===== src/rtl/inv_mix_col_seq_if.sv =====
// Handshake bundle for the InvMixColumns sequencer: input side, output side, status.
// The master drives in_*/out_ready; the slave (the sequencer) drives the rest.
// Both sides use valid/ready; out_valid is held until out_ready.
interface inv_mix_col_seq_if;
  logic         in_valid;
  logic         in_ready;
  logic [127:0] in_state;
  logic         in_skip;
  logic         out_valid;
  logic         out_ready;
  logic [127:0] out_state;
  logic         busy;

  modport master (
    output in_valid, in_state, in_skip, out_ready,
    input  in_ready, out_valid, out_state, busy
  );

  modport slave (
    input  in_valid, in_state, in_skip, out_ready,
    output in_ready, out_valid, out_state, busy
  );
endinterface


===== src/rtl/inv_mix_col_seq.sv =====
// AES InvMixColumns sequencer: columns are streamed through LANES lanes of registered GF(2^8) multipliers.
// Latency: accept edge to out_valid = 4/LANES+1 cycles.
// Backpressure: single transaction in flight; in_ready low while busy, out_valid held until out_ready.
module inv_mix_col_seq #(
  parameter int LANES = 1
) (
  input logic            clk,
  input logic            rst,
  inv_mix_col_seq_if.slave bus
);

  if (!(LANES == 1 || LANES == 2 || LANES == 4)) begin : g_bad_lanes
    $error("inv_mix_col_seq: LANES must be 1, 2 or 4");
  end

  // Last column index presented by lane 0, and the per-cycle advance.
  localparam logic [1:0] COL_LAST = 2'(4 - LANES);
  localparam logic [1:0] COL_STEP = 2'(LANES);

  typedef enum logic [1:0] {IDLE, FEED, DRAIN, DONE} state_t;

  function automatic logic [7:0] xt(input logic [7:0] x);
    return {x[6:0], 1'b0} ^ (x[7] ? 8'h1b : 8'h00);
  endfunction

  function automatic logic [7:0] mul9(input logic [7:0] x);
    return xt(xt(xt(x))) ^ x;
  endfunction

  function automatic logic [7:0] mul11(input logic [7:0] x);
    return xt(xt(xt(x))) ^ xt(x) ^ x;
  endfunction

  function automatic logic [7:0] mul13(input logic [7:0] x);
    return xt(xt(xt(x))) ^ xt(xt(x)) ^ x;
  endfunction

  function automatic logic [7:0] mul14(input logic [7:0] x);
    return xt(xt(xt(x))) ^ xt(xt(x)) ^ xt(x);
  endfunction

  state_t       state_q, state_d;
  logic [1:0]   col_q, col_d;
  logic [127:0] in_reg;
  logic         skip_q;
  logic         wb_vld_q;
  logic [1:0]   wb_col_q;
  logic [31:0]  out_col_q [4];
  logic [31:0]  in_col    [4];
  logic [31:0]  lane_res  [LANES];
  logic         in_ready_c, out_valid_c, busy_c;

  for (genvar c = 0; c < 4; c++) begin : g_cols
    assign in_col[c] = in_reg[127-32*c -: 32];
  end

  // Each lane: registered x9/x11/x13/x14 per row, plus the raw column delayed to match.
  for (genvar l = 0; l < LANES; l++) begin : g_lane
    logic [31:0] a;
    logic [7:0]  p9 [4];
    logic [7:0]  p11 [4];
    logic [7:0]  p13 [4];
    logic [7:0]  p14 [4];
    logic [31:0] raw_q;
    logic [31:0] mix;

    assign a = in_col[col_q + 2'(l)];

    // Multiplier product registers; clocked every cycle regardless of skip.
    always_ff @(posedge clk or posedge rst) begin
      if (rst) begin
        raw_q <= '0;
        for (int r = 0; r < 4; r++) begin
          p9[r]  <= '0;
          p11[r] <= '0;
          p13[r] <= '0;
          p14[r] <= '0;
        end
      end else begin
        raw_q <= a;
        for (int r = 0; r < 4; r++) begin
          p9[r]  <= mul9(a[31-8*r -: 8]);
          p11[r] <= mul11(a[31-8*r -: 8]);
          p13[r] <= mul13(a[31-8*r -: 8]);
          p14[r] <= mul14(a[31-8*r -: 8]);
        end
      end
    end

    assign mix = {p14[0] ^ p11[1] ^ p13[2] ^ p9[3],
                  p9[0]  ^ p14[1] ^ p11[2] ^ p13[3],
                  p13[0] ^ p9[1]  ^ p14[2] ^ p11[3],
                  p11[0] ^ p13[1] ^ p9[2]  ^ p14[3]};

    assign lane_res[l] = skip_q ? raw_q : mix;
  end

  // State and column counter registers.
  always_ff @(posedge clk or posedge rst) begin
    if (rst) begin
      state_q <= IDLE;
      col_q   <= '0;
    end else begin
      state_q <= state_d;
      col_q   <= col_d;
    end
  end

  // Next-state, column advance and handshake outputs.
  always_comb begin
    state_d     = state_q;
    col_d       = col_q;
    in_ready_c  = 1'b0;
    out_valid_c = 1'b0;
    busy_c      = 1'b1;
    case (state_q)
      IDLE: begin
        in_ready_c = 1'b1;
        busy_c     = 1'b0;
        col_d      = '0;
        if (bus.in_valid) state_d = FEED;
      end
      FEED: begin
        if (col_q == COL_LAST) begin
          col_d   = '0;
          state_d = DRAIN;
        end else begin
          col_d = col_q + COL_STEP;
        end
      end
      DRAIN: state_d = DONE;
      DONE: begin
        out_valid_c = 1'b1;
        if (bus.out_ready) state_d = IDLE;
      end
      default: state_d = IDLE;
    endcase
  end

  // Input register loads only on the accept edge.
  always_ff @(posedge clk or posedge rst) begin
    if (rst) begin
      in_reg <= '0;
      skip_q <= 1'b0;
    end else if (state_q == IDLE && bus.in_valid) begin
      in_reg <= bus.in_state;
      skip_q <= bus.in_skip;
    end
  end

  // Write-back: columns presented last cycle land in out_state one cycle after their products.
  always_ff @(posedge clk or posedge rst) begin
    if (rst) begin
      wb_vld_q <= 1'b0;
      wb_col_q <= '0;
      for (int c = 0; c < 4; c++) out_col_q[c] <= '0;
    end else begin
      wb_vld_q <= (state_q == FEED);
      wb_col_q <= col_q;
      if (wb_vld_q) begin
        for (int l = 0; l < LANES; l++) out_col_q[wb_col_q + 2'(l)] <= lane_res[l];
      end
    end
  end

  assign bus.in_ready  = in_ready_c;
  assign bus.out_valid = out_valid_c;
  assign bus.busy      = busy_c;
  assign bus.out_state = {out_col_q[0], out_col_q[1], out_col_q[2], out_col_q[3]};

endmodule


===== src/flat_wrapper.sv =====
// flat-port wrapper written by rule: the top's interface ports become plain ports
module inv_mix_col_seq_flat 
#(
  parameter int LANES = 1
)
  (clk, rst, bus_in_valid, bus_in_state, bus_in_skip, bus_out_ready, bus_in_ready, bus_out_valid, bus_out_state, bus_busy);
  inv_mix_col_seq_if bus_i ();
  input logic clk;
  input logic rst;
  input wire logic [$bits(bus_i.in_valid)-1:0] bus_in_valid;
  input wire logic [$bits(bus_i.in_state)-1:0] bus_in_state;
  input wire logic [$bits(bus_i.in_skip)-1:0] bus_in_skip;
  input wire logic [$bits(bus_i.out_ready)-1:0] bus_out_ready;
  output wire logic [$bits(bus_i.in_ready)-1:0] bus_in_ready;
  output wire logic [$bits(bus_i.out_valid)-1:0] bus_out_valid;
  output wire logic [$bits(bus_i.out_state)-1:0] bus_out_state;
  output wire logic [$bits(bus_i.busy)-1:0] bus_busy;
  assign bus_i.in_valid = bus_in_valid;
  assign bus_i.in_state = bus_in_state;
  assign bus_i.in_skip = bus_in_skip;
  assign bus_i.out_ready = bus_out_ready;
  assign bus_in_ready = bus_i.in_ready;
  assign bus_out_valid = bus_i.out_valid;
  assign bus_out_state = bus_i.out_state;
  assign bus_busy = bus_i.busy;
  inv_mix_col_seq #(.LANES(LANES)) u_core (.clk(clk), .rst(rst), .bus(bus_i));
endmodule

===== config.mk =====
export PLATFORM = sky130hd
export DESIGN_NAME = inv_mix_col_seq_flat
export DESIGN_NICKNAME = d
export VERILOG_FILES = /design/src/rtl/inv_mix_col_seq_if.sv /design/src/rtl/inv_mix_col_seq.sv /design/src/flat_wrapper.sv
export SDC_FILE = /design/constraint.sdc
export NUM_CORES = 1
export LEC_CHECK = 0
export ABC_AREA = 1
export BUFFER_PORTS_ARGS = -buffer_cell sky130_fd_sc_hd__clkbuf_2
export CORE_AREA = 2 2 190 211
export DETAILED_ROUTE_END_ITERATION = 16
export DIE_AREA = 0 0 192 213
export HOLD_SLACK_MARGIN = 0.05
export PLACE_DENSITY = 0.76
export RECOVER_POWER = 100
export SYNTH_ARGS = -nofsm -noshare
export SYNTH_HDL_FRONTEND = slang
export SYNTH_SLANG_ARGS = --single-unit

===== constraint.sdc =====
create_clock -name clk -period 13.2 [get_ports clk]
set_clock_uncertainty 0.2 [all_clocks]
set_input_delay 1.32 -clock clk [delete_from_list [all_inputs] [get_ports clk]]
set_output_delay 1.32 -clock clk [all_outputs]
set_load 0.05 [all_outputs]

==> results.md, run 1 <==
- The final-stage net count is 2,380.
- The reg-to-reg startpoint is u_core.state_q[0]$_DFFE_PP0P_.
- Port buffering added 263 buffers.
- The detailed-route wire length per cell is 17.7 µm.
- The final reports fail on capacitance limit, slew limit.
- The last weighted congestion value of the routability-driven placer is 0.906.
- The placement row count is 76.
- After synthesis the cells add up to 19,100 µm².
- Setup repair after global routing left no endpoint under its margin.
- On the final layout, the worst hold slack is 0.281 ns.
- The number of detailed-routing iterations run before antenna repair is 5.
- The top cell type's share of synthesized area is 55.5%.
- For this block, the via count after detailed routing is 14,500.
- The highest clock frequency the design can meet is 0.156 GHz.
- The required time at the worst-slack endpoint is 13.27 ns.
- The region available for standard cell placement spans 38,800 µm².
- The number of library cell types mapped by synthesis is 38.
- The number of antenna violations at the first check in global routing is 1.
- The H-tree generated during clock tree synthesis spans 2 levels.
- The worst path uses 48.6% of the clock period.
- The clock latency reported for the late side of the worst-skew pair is 0.56 ns.
- The class of the tightest hold or removal check is register to register.
- The starting density of the core is 49.3%.
- The library cell used most frequently in the layout, excluding fill and tap cells, is nand2_1.
- Measured along the x axis, the die boundary spans 192 µm.
- For this run, the slowest stage of the critical path takes 2.40 ns.
- The worst setup path is captured at a register.
- Along the worst path, the maximum fanout reaches 89.
- The max-slew violation total from the final report is 542.
- The clock root buffer is clkbuf_16.
- The run finished, with violations left.
- The number of nets handed over by synthesis was 2,130.
- The fraction of the yosys area taken by sequential cells is 55.5%.
- Each instance of the synthesized netlist takes up on average 9.60 µm².
- The launch point of the worst hold path is u_core.bus.out_state[18]$_DFFE_PP0P_.
- The detailed router finished its first iteration with 869 violations.
- The synthesized design contains 424 register bits.
- The worst hold path cell count is 2.
- The number of instances in the synthesized netlist is 1,992.
- The hold-critical path endpoint is u_core.bus.out_state[18]$_DFFE_PP0P_.
- The number of global-route vias before repair is 14,200.
- STA puts the critical path data arrival time at 6.49 ns.
- The final HPWL from detailed placement is 35.9 mm.
- Counting both buffers and inverters, the worst setup path holds a total of 2.
- Entering global routing, the biggest net connects 90 pins.
- The TritonCTS clock tree is done.
- The overflow left after global routing is 0.
- The number of antenna cells inserted is 0.
- The total die area is 40,900 µm².
- The clock edge transition at the registers on the reported setup and hold paths is 0.06 ns.
- The critical path goes through clkbuf_2 -> nand2_1 -> clkbuf_1 -> a21oi_1.
- Yosys attributes the largest share of cell area to dfrtp_1 (56%), nand2_1 (14%), mux2_2 (6.6%).
- The library cells used most frequently in the layout, excluding fill and tap cells, are nand2_1 (764), dfrtp_1 (423), nand3_1 (153).
- The cell type with the largest total area after synthesis is dfrtp_1.
- The setup check on the worst reg-to-reg path leaves a slack of 6.88 ns.
- The via count normalized by instance count is 5.23.
- The number of setup buffers added after CTS is 0.
- In this run the critical register-to-register path is captured at u_core.skip_q$_DFFE_PP0P_.
- The tool flagged a number of max-cap violations equal to 10.
- Among cell families on the critical path, the largest total delay comes from simple AND/OR/NAND/NOR gates.
- The clock passes through at most 3 buffers.
- The worst setup path is of the input port to register kind.
- The number of placed instances, taps included, is 2,704.
- Counting I/O delays and the setup requirement, the final critical path takes 6.42 ns.
- The worst setup path is launched from an input port.
- The Yosys step of the flow raised 0 warnings.
- The count of nets left with antenna violations once routing finished came out at 0.
- Setup violations remaining at the end of the flow were counted as 0.
- Relative to the synthesized area, the layout overhead comes to 13.9%.
- The height of the die is 213 µm.
- Once layout is complete, the cells apart from fillers number 2,779.
- The slew at the pin closest to its max-slew limit is 3.86 ns.
- The total length of routed wires is 49.1 mm.
- After detailed routing, the number of remaining DRC violations is 0.
- Buffers inserted during clock tree synthesis total 43.
- After routing, the total negative slack on setup checks comes to 0 ns.
- The number of cells on the worst reg-to-reg path is 5.
- The clock drives 424 sinks.
- The number of buffers inserted by hold repair at cts is 0.
- The total global routing track utilization is 24.3%.
- Of the cells placed in the final design, the portion with a size suffix greater than 1 is 17.5%.
- The number of gates given a new drive strength after cts is 0.
- The number of top-level pins is 264.
- The hold violation count in the final report came to 0.
- Among all stages on the critical path, the largest delay is contributed by nand2_1.
- The tightest slew margin relative to the limit is -158%.
- The wire length of the first global-routing pass is 76.8 mm.
final cells by class:
cell class              instances  area (µm²)
repair buffers                277        1230
inverters                      74         287
fillers                      3518       17000
clock buffers                  67        1360
clock inverters                 8        57.6
multi-input cells            1422        7590
well taps                     507         634
flip-flops and latches        424       10600
worst max-delay path by stage:
stage,startpoint,end,depth (start not counted)
after detailed placement,rst,u_core.bus.out_state[2]$_DFFE_PP0P_,5
final,bus_in_valid,u_core.skip_q$_DFFE_PP0P_,4
after CTS,rst,u_core.g_lane[0].raw_q[0]$_DFF_PP0_,5
after floorplan,rst,u_core.bus.out_state[0]$_DFFE_PP0P_,1
after global routing,bus_in_valid,u_core.skip_q$_DFFE_PP0P_,4
after global placement,rst,u_core.bus.out_state[0]$_DFFE_PP0P_,5
metrics by stage:
| step | util, % | worst slack (ns) | instance area, µm² |
|---|---|---|---|
| after floorplan | - | 5.96 | 19100 |
| final | 56.1 | 6.78 | 21800 |
| after global routing | 56.1 | 6.22 | 21800 |
| after global placement | 53.6 | 8.90 | 20800 |
| after CTS | 57.3 | 9.41 | 22200 |
| after detailed placement | 53.6 | 8.82 | 20800 |
registers in the layout, summed over array words and instances (netlist names):
register / cells
u_core.wb_vld_q: 1
u_core.g_lane.p9: 32
u_core.g_lane.p14: 32
u_core.bus.out_state: 128
u_core.state_q: 2
u_core.wb_col_q: 2
u_core.g_lane.p11: 32
u_core.skip_q: 1
u_core.g_lane.raw_q: 32
u_core.g_lane.p13: 32
u_core.in_col: 128
u_core.col_q: 2
synth_stat cells:
cell type	instances
nand2_2	56
a31oi_1	62
nor2_1	88
clkinv_1	1
mux2_2	112
o21ai_1	1
o21ai_4	1
inv_2	21
xor2_4	2
buf_2	18
inv_6	1
xnor2_1	75
inv_4	1
o211ai_2	3
nor3_1	2
or2_2	31
buf_4	8
nand2_1	718
clkbuf_1	36
xor2_2	4
a22o_1	1
a21oi_2	1
nand3_2	6
a21oi_1	20
nand3b_1	1
ha_1	5
xor2_1	56
o21ai_2	2
buf_6	9
buf_8	1
nor3_2	2
o21ai_0	9
xnor2_2	3
nand2_4	9
inv_1	50
nand3_1	151
dfrtp_1	424
xnor2_4	1
worst register-to-register path, cell delays in order (launching register included):
cell	delay (ns)
dfrtp_1	0.37
inv_1	0.08
ha_1	0.25
nand2_1	2.44
clkbuf_1	2.19
a21oi_1	0.49
metal layers:
metal / track usage [%] / wire length [µm] / share of wire (%)
met1: 33.3 / 21400 / 44
met2: 37.6 / 22000 / 45
met3: 5.93 / 4040 / 8.2
met4: 9.32 / 1680 / 3.4
met5: 0 / 0 / 0
cells by family (layout without fill, tap and decap cells):
kind of cell / after synthesis / in the layout / synth area share [%]
flip-flops: 424 / 424 / 55.5
AND/OR/NAND/NOR: 1064 / 1064 / 23.7
adder cells (fa/ha/maj): 5 / 5 / 0.327
AO/OA/AOI/OAI: 100 / 100 / 3.28
buffers and inverters: 146 / 426 / 3.59
XOR/XNOR: 141 / 141 / 7.03
multiplexers: 112 / 112 / 6.60
Power of run 1 is not shown: default switching activity piles up to over one toggle a cycle in this logic, so the estimate is an artifact.
==> run 2, diff against run 1 <==
Settings changed: ABC_AREA 1 to 0, CORE_AREA 2 2 190 211 to 2 2 183 203, DIE_AREA 0 0 192 213 to 0 0 185 205.
Clock period 13.2 ns to 5.4 ns, I/O delays scaled along.
==> results.md, run 2 <==
- The count of state elements after synthesis is 424 (unchanged).
- The most frequently used cell type in the post-synthesis netlist is dfrtp_1.
- The number of buffers inserted by hold repair at cts is 127 (+127).
- The max-slew violation total from the final report came to 112 (-79%).
- The fraction of the yosys area taken by sequential cells was 60.1% (+4.6 points).
- The tree is rooted in a clkbuf_16.
- The number of buffer cells added on primary ports came to 263 (unchanged).
- The number of gates given a new drive strength after cts came to 0 (unchanged).
- The final critical path takes up 72.2% of the cycle.
- The number of global-route vias before repair is 11,400 (-19%).
- The detailed-route wire length per cell is 19.8 µm (+12%).
- The total length of routed wires is 42.6 mm (-13%).
- The final reports fail on capacitance limit, slew limit.
- The height of the die is 205 µm (-3.8%).
- After synthesis, the cell types taking the most area are dfrtp_1 (60%), xnor2_1 (8.5%), mux2_2 (8.3%).
- The clock net sink count came to 424 (unchanged).
- The clock edge transition at the registers on the reported setup and hold paths is 0.06 ns (about the same).
- The total global routing track utilization is 23.2% (-1.1 points).
- The tightest slew margin relative to the limit is -62.1% (+95 points).
- The number of top-level pins is 264 (unchanged).
- The overflow left after global routing is 0 (unchanged).
- The classification of the worst setup path is register to register.
- The placement row count is 73 (-3.9%).
- The most common library cell in the layout ignoring fill and taps is dfrtp_1.
- The top cell type's share of synthesized area came to 60.1% (+4.6 points).
- The hold violation count in the final report is 0 (unchanged).
- The number of antenna cells inserted is 0 (unchanged).
- In the synthesized netlist the dominant register cell turns out to be dfrtp_1.
- The wire length of the first global-routing pass came to 66.3 mm (-14%).
- The final setup violation count was 0 (unchanged).
- Setup repair after global routing left no endpoint under its margin.
- The cell area after technology mapping is 17,700 µm² (-7.7%).
- The TritonCTS clock tree is done.
- The core box area came to 35,800 µm² (-7.7%).
- The max capacitance violation total is 3 (-7).
- The fraction of registers with async set or reset after synthesis was 100% (unchanged).
- The slew at the pin closest to its max-slew limit came to 2.43 ns (-1.43 ns).
- The maximum number of buffers from clock root to sink was 3 (unchanged).
- The final critical path time including I/O delays and setup is 3.90 ns.
- The starting density of the core was 49.3% (about the same).
- The worst hold path belongs to the class input port to register.
- The overall die width is 185 µm (-3.6%).
- The launching element type of the critical path is a register.
- The number of post-CTS setup repair buffers is 0 (unchanged).
- The number of detailed-routing iterations run before antenna repair is 5 (unchanged).
- The number of vias after detailed routing was 10,800 (-26%).
- The highest clock frequency the design can meet is 0.256 GHz.
- The nature of the critical path endpoint is a register.
- The maximum fanout along the worst path was 24 (-73%).
- The via count normalized by instance count came to 5.02 (-3.9%).
- The cell type with the largest total area after synthesis is dfrtp_1.
- The final routed DRC violation total is 0 (unchanged).
- The starting DRC count in detailed routing is 545 (-37%).
- The number of library cell types mapped by synthesis is 30 (-21%).
- The flow ran to the end, but the final reports show violations.
- The area overhead of the layout relative to synthesis is 22.6%.
- The maximum number of pins on one net before global-route repair is 156 (+73%).
- The clock latency reported for the late side of the worst-skew pair is 0.56 ns (about the same).
- The ratio of cells with drive above 1 in the final layout is 23.0% (+5.5 points).
- The final-stage net count is 1,766 (-26%).
- In the layout the commonest cells are dfrtp_1 (424), xnor2_1 (187), clkbuf_1 (142).
- The last weighted congestion value of the routability-driven placer is 0.832 (-8.2%).
- The final HPWL from detailed placement is 28.3 mm (-21%).
- The mean instance size in the synthesized netlist is 14.1 µm² (+46%).
- The number of buffers added by the clock tree synthesis step came to 43 (unchanged).
- The data arrival time of the critical path is 4.11 ns (-2.38 ns).
- The residual antenna-violating net count after detailed routing is 0 (unchanged).
- The number of antenna violations at the first check in global routing was 0 (-1).
- The count of flip-flops with a built-in enable after synthesis came to 0 (unchanged).
- The H-tree depth is 2 (unchanged).
- The total of warnings raised by yosys came to 0 (unchanged).
- After synthesis, the most frequently instantiated cells are dfrtp_1 (424), xnor2_1 (172), nand2_1 (132).
- The share of the core filled with cells is 60.5% (+4.3 points).
- The total die area was 37,900 µm² (-7.3%).
- The required time at the worst-slack endpoint is 5.61 ns (-7.66 ns).
- The number of nets in the synthesized netlist is 1,394 (-35%).
- The number of instances in the synthesized netlist is 1,256 (-37%).
[run 2: cell count changes after synthesis, moves of 18 or more]
cell,before,now
a21oi_1,20,1
a31oi_1,62,0
inv_1,50,12
inv_2,21,0
mux2_2,112,130
mux2i_1,0,32
mux4_2,0,27
nand2_1,718,132
nand2_2,56,0
nand3_1,151,1
nor2_1,88,0
o21ai_0,9,130
or2_2,31,0
xnor2_1,75,172
[run 2: logic make-up (layout without fill, tap and decap cells)]
logic type                 after synthesis  after routing  share of synthesized area, %
AOI/OAI and AO/OA                      133            133                          3.81
xor gates and xnor gates               274            274                          15.8
adders and majority gates                5              5                         0.354
buffers and inverters                   89            493                          2.65
DFF                                    424            424                          60.1
muxes                                  194            194                          14.3
and+or+nand+nor                        137            137                          3.01
[run 2: final cells by class]
class | instances | area [µm²]
Fill cell | 2767 | 14200
Sequential cell | 424 | 10600
Multi-Input combinational cell | 743 | 6320
Timing Repair Buffer | 404 | 2520
Clock buffer | 64 | 1320
Tap cell | 487 | 609
Clock inverter | 13 | 215
Inverter | 12 | 48.8
[run 2: stage by stage]
stage	cells	setup WS, ns	setup TNS, ns	hold WS [ns]	cell area (µm²)
floorplan	1256	-1.06	-450.06	0.173	17700
global placement	1943	2.34	0	0.160	19300
detailed placement	1943	2.31	0	0.173	19300
CTS	2147	2.28	0	0.0542	22100
global route	2147	1.22	0	0.0531	21600
finish	2147	1.50	0	0.0731	21600
[run 2: metal layers]
metal,track usage (%),routed length (µm),vias up
met1,30.9,18200,5454
met4,7.37,1210,0
met3,4.68,2440,71
met5,0,0,-
li1,-,-,4912
met2,38.3,20700,347
[run 2: path summary, 6_finish.rpt]
check,start,end,slack [ns],depth (start not counted)
min in group asynchronous,rst,u_core.bus.out_state[97]$_DFFE_PP0P_,0.58,4
worst min register to register,u_core.col_q[1]$_DFFE_PP0P_,u_core.wb_col_q[1]$_DFF_PP0_,0.21,0
worst max register to register,u_core.col_q[0]$_DFFE_PP0P_,u_core.g_lane[0].p11[28]$_DFF_PP0_,1.50,5
worst max-delay path,u_core.col_q[0]$_DFFE_PP0P_,u_core.g_lane[0].p11[28]$_DFF_PP0_,1.50,5
worst min-delay path,bus_in_state[69],u_core.in_col[69]$_DFFE_PP0P_,0.07,2
max in group asynchronous,rst,u_core.bus.out_state[116]$_DFFE_PP0P_,2.05,5
[run 2: critical path, stage by stage (launching register included)]
cell and delay (ns):
dfrtp_1 1.29, buf_4 0.47, mux4_2 0.71, xnor2_1 0.67
xor2_4 0.19, xor2_1 0.20
Power of run 2 is left out for the same reason.
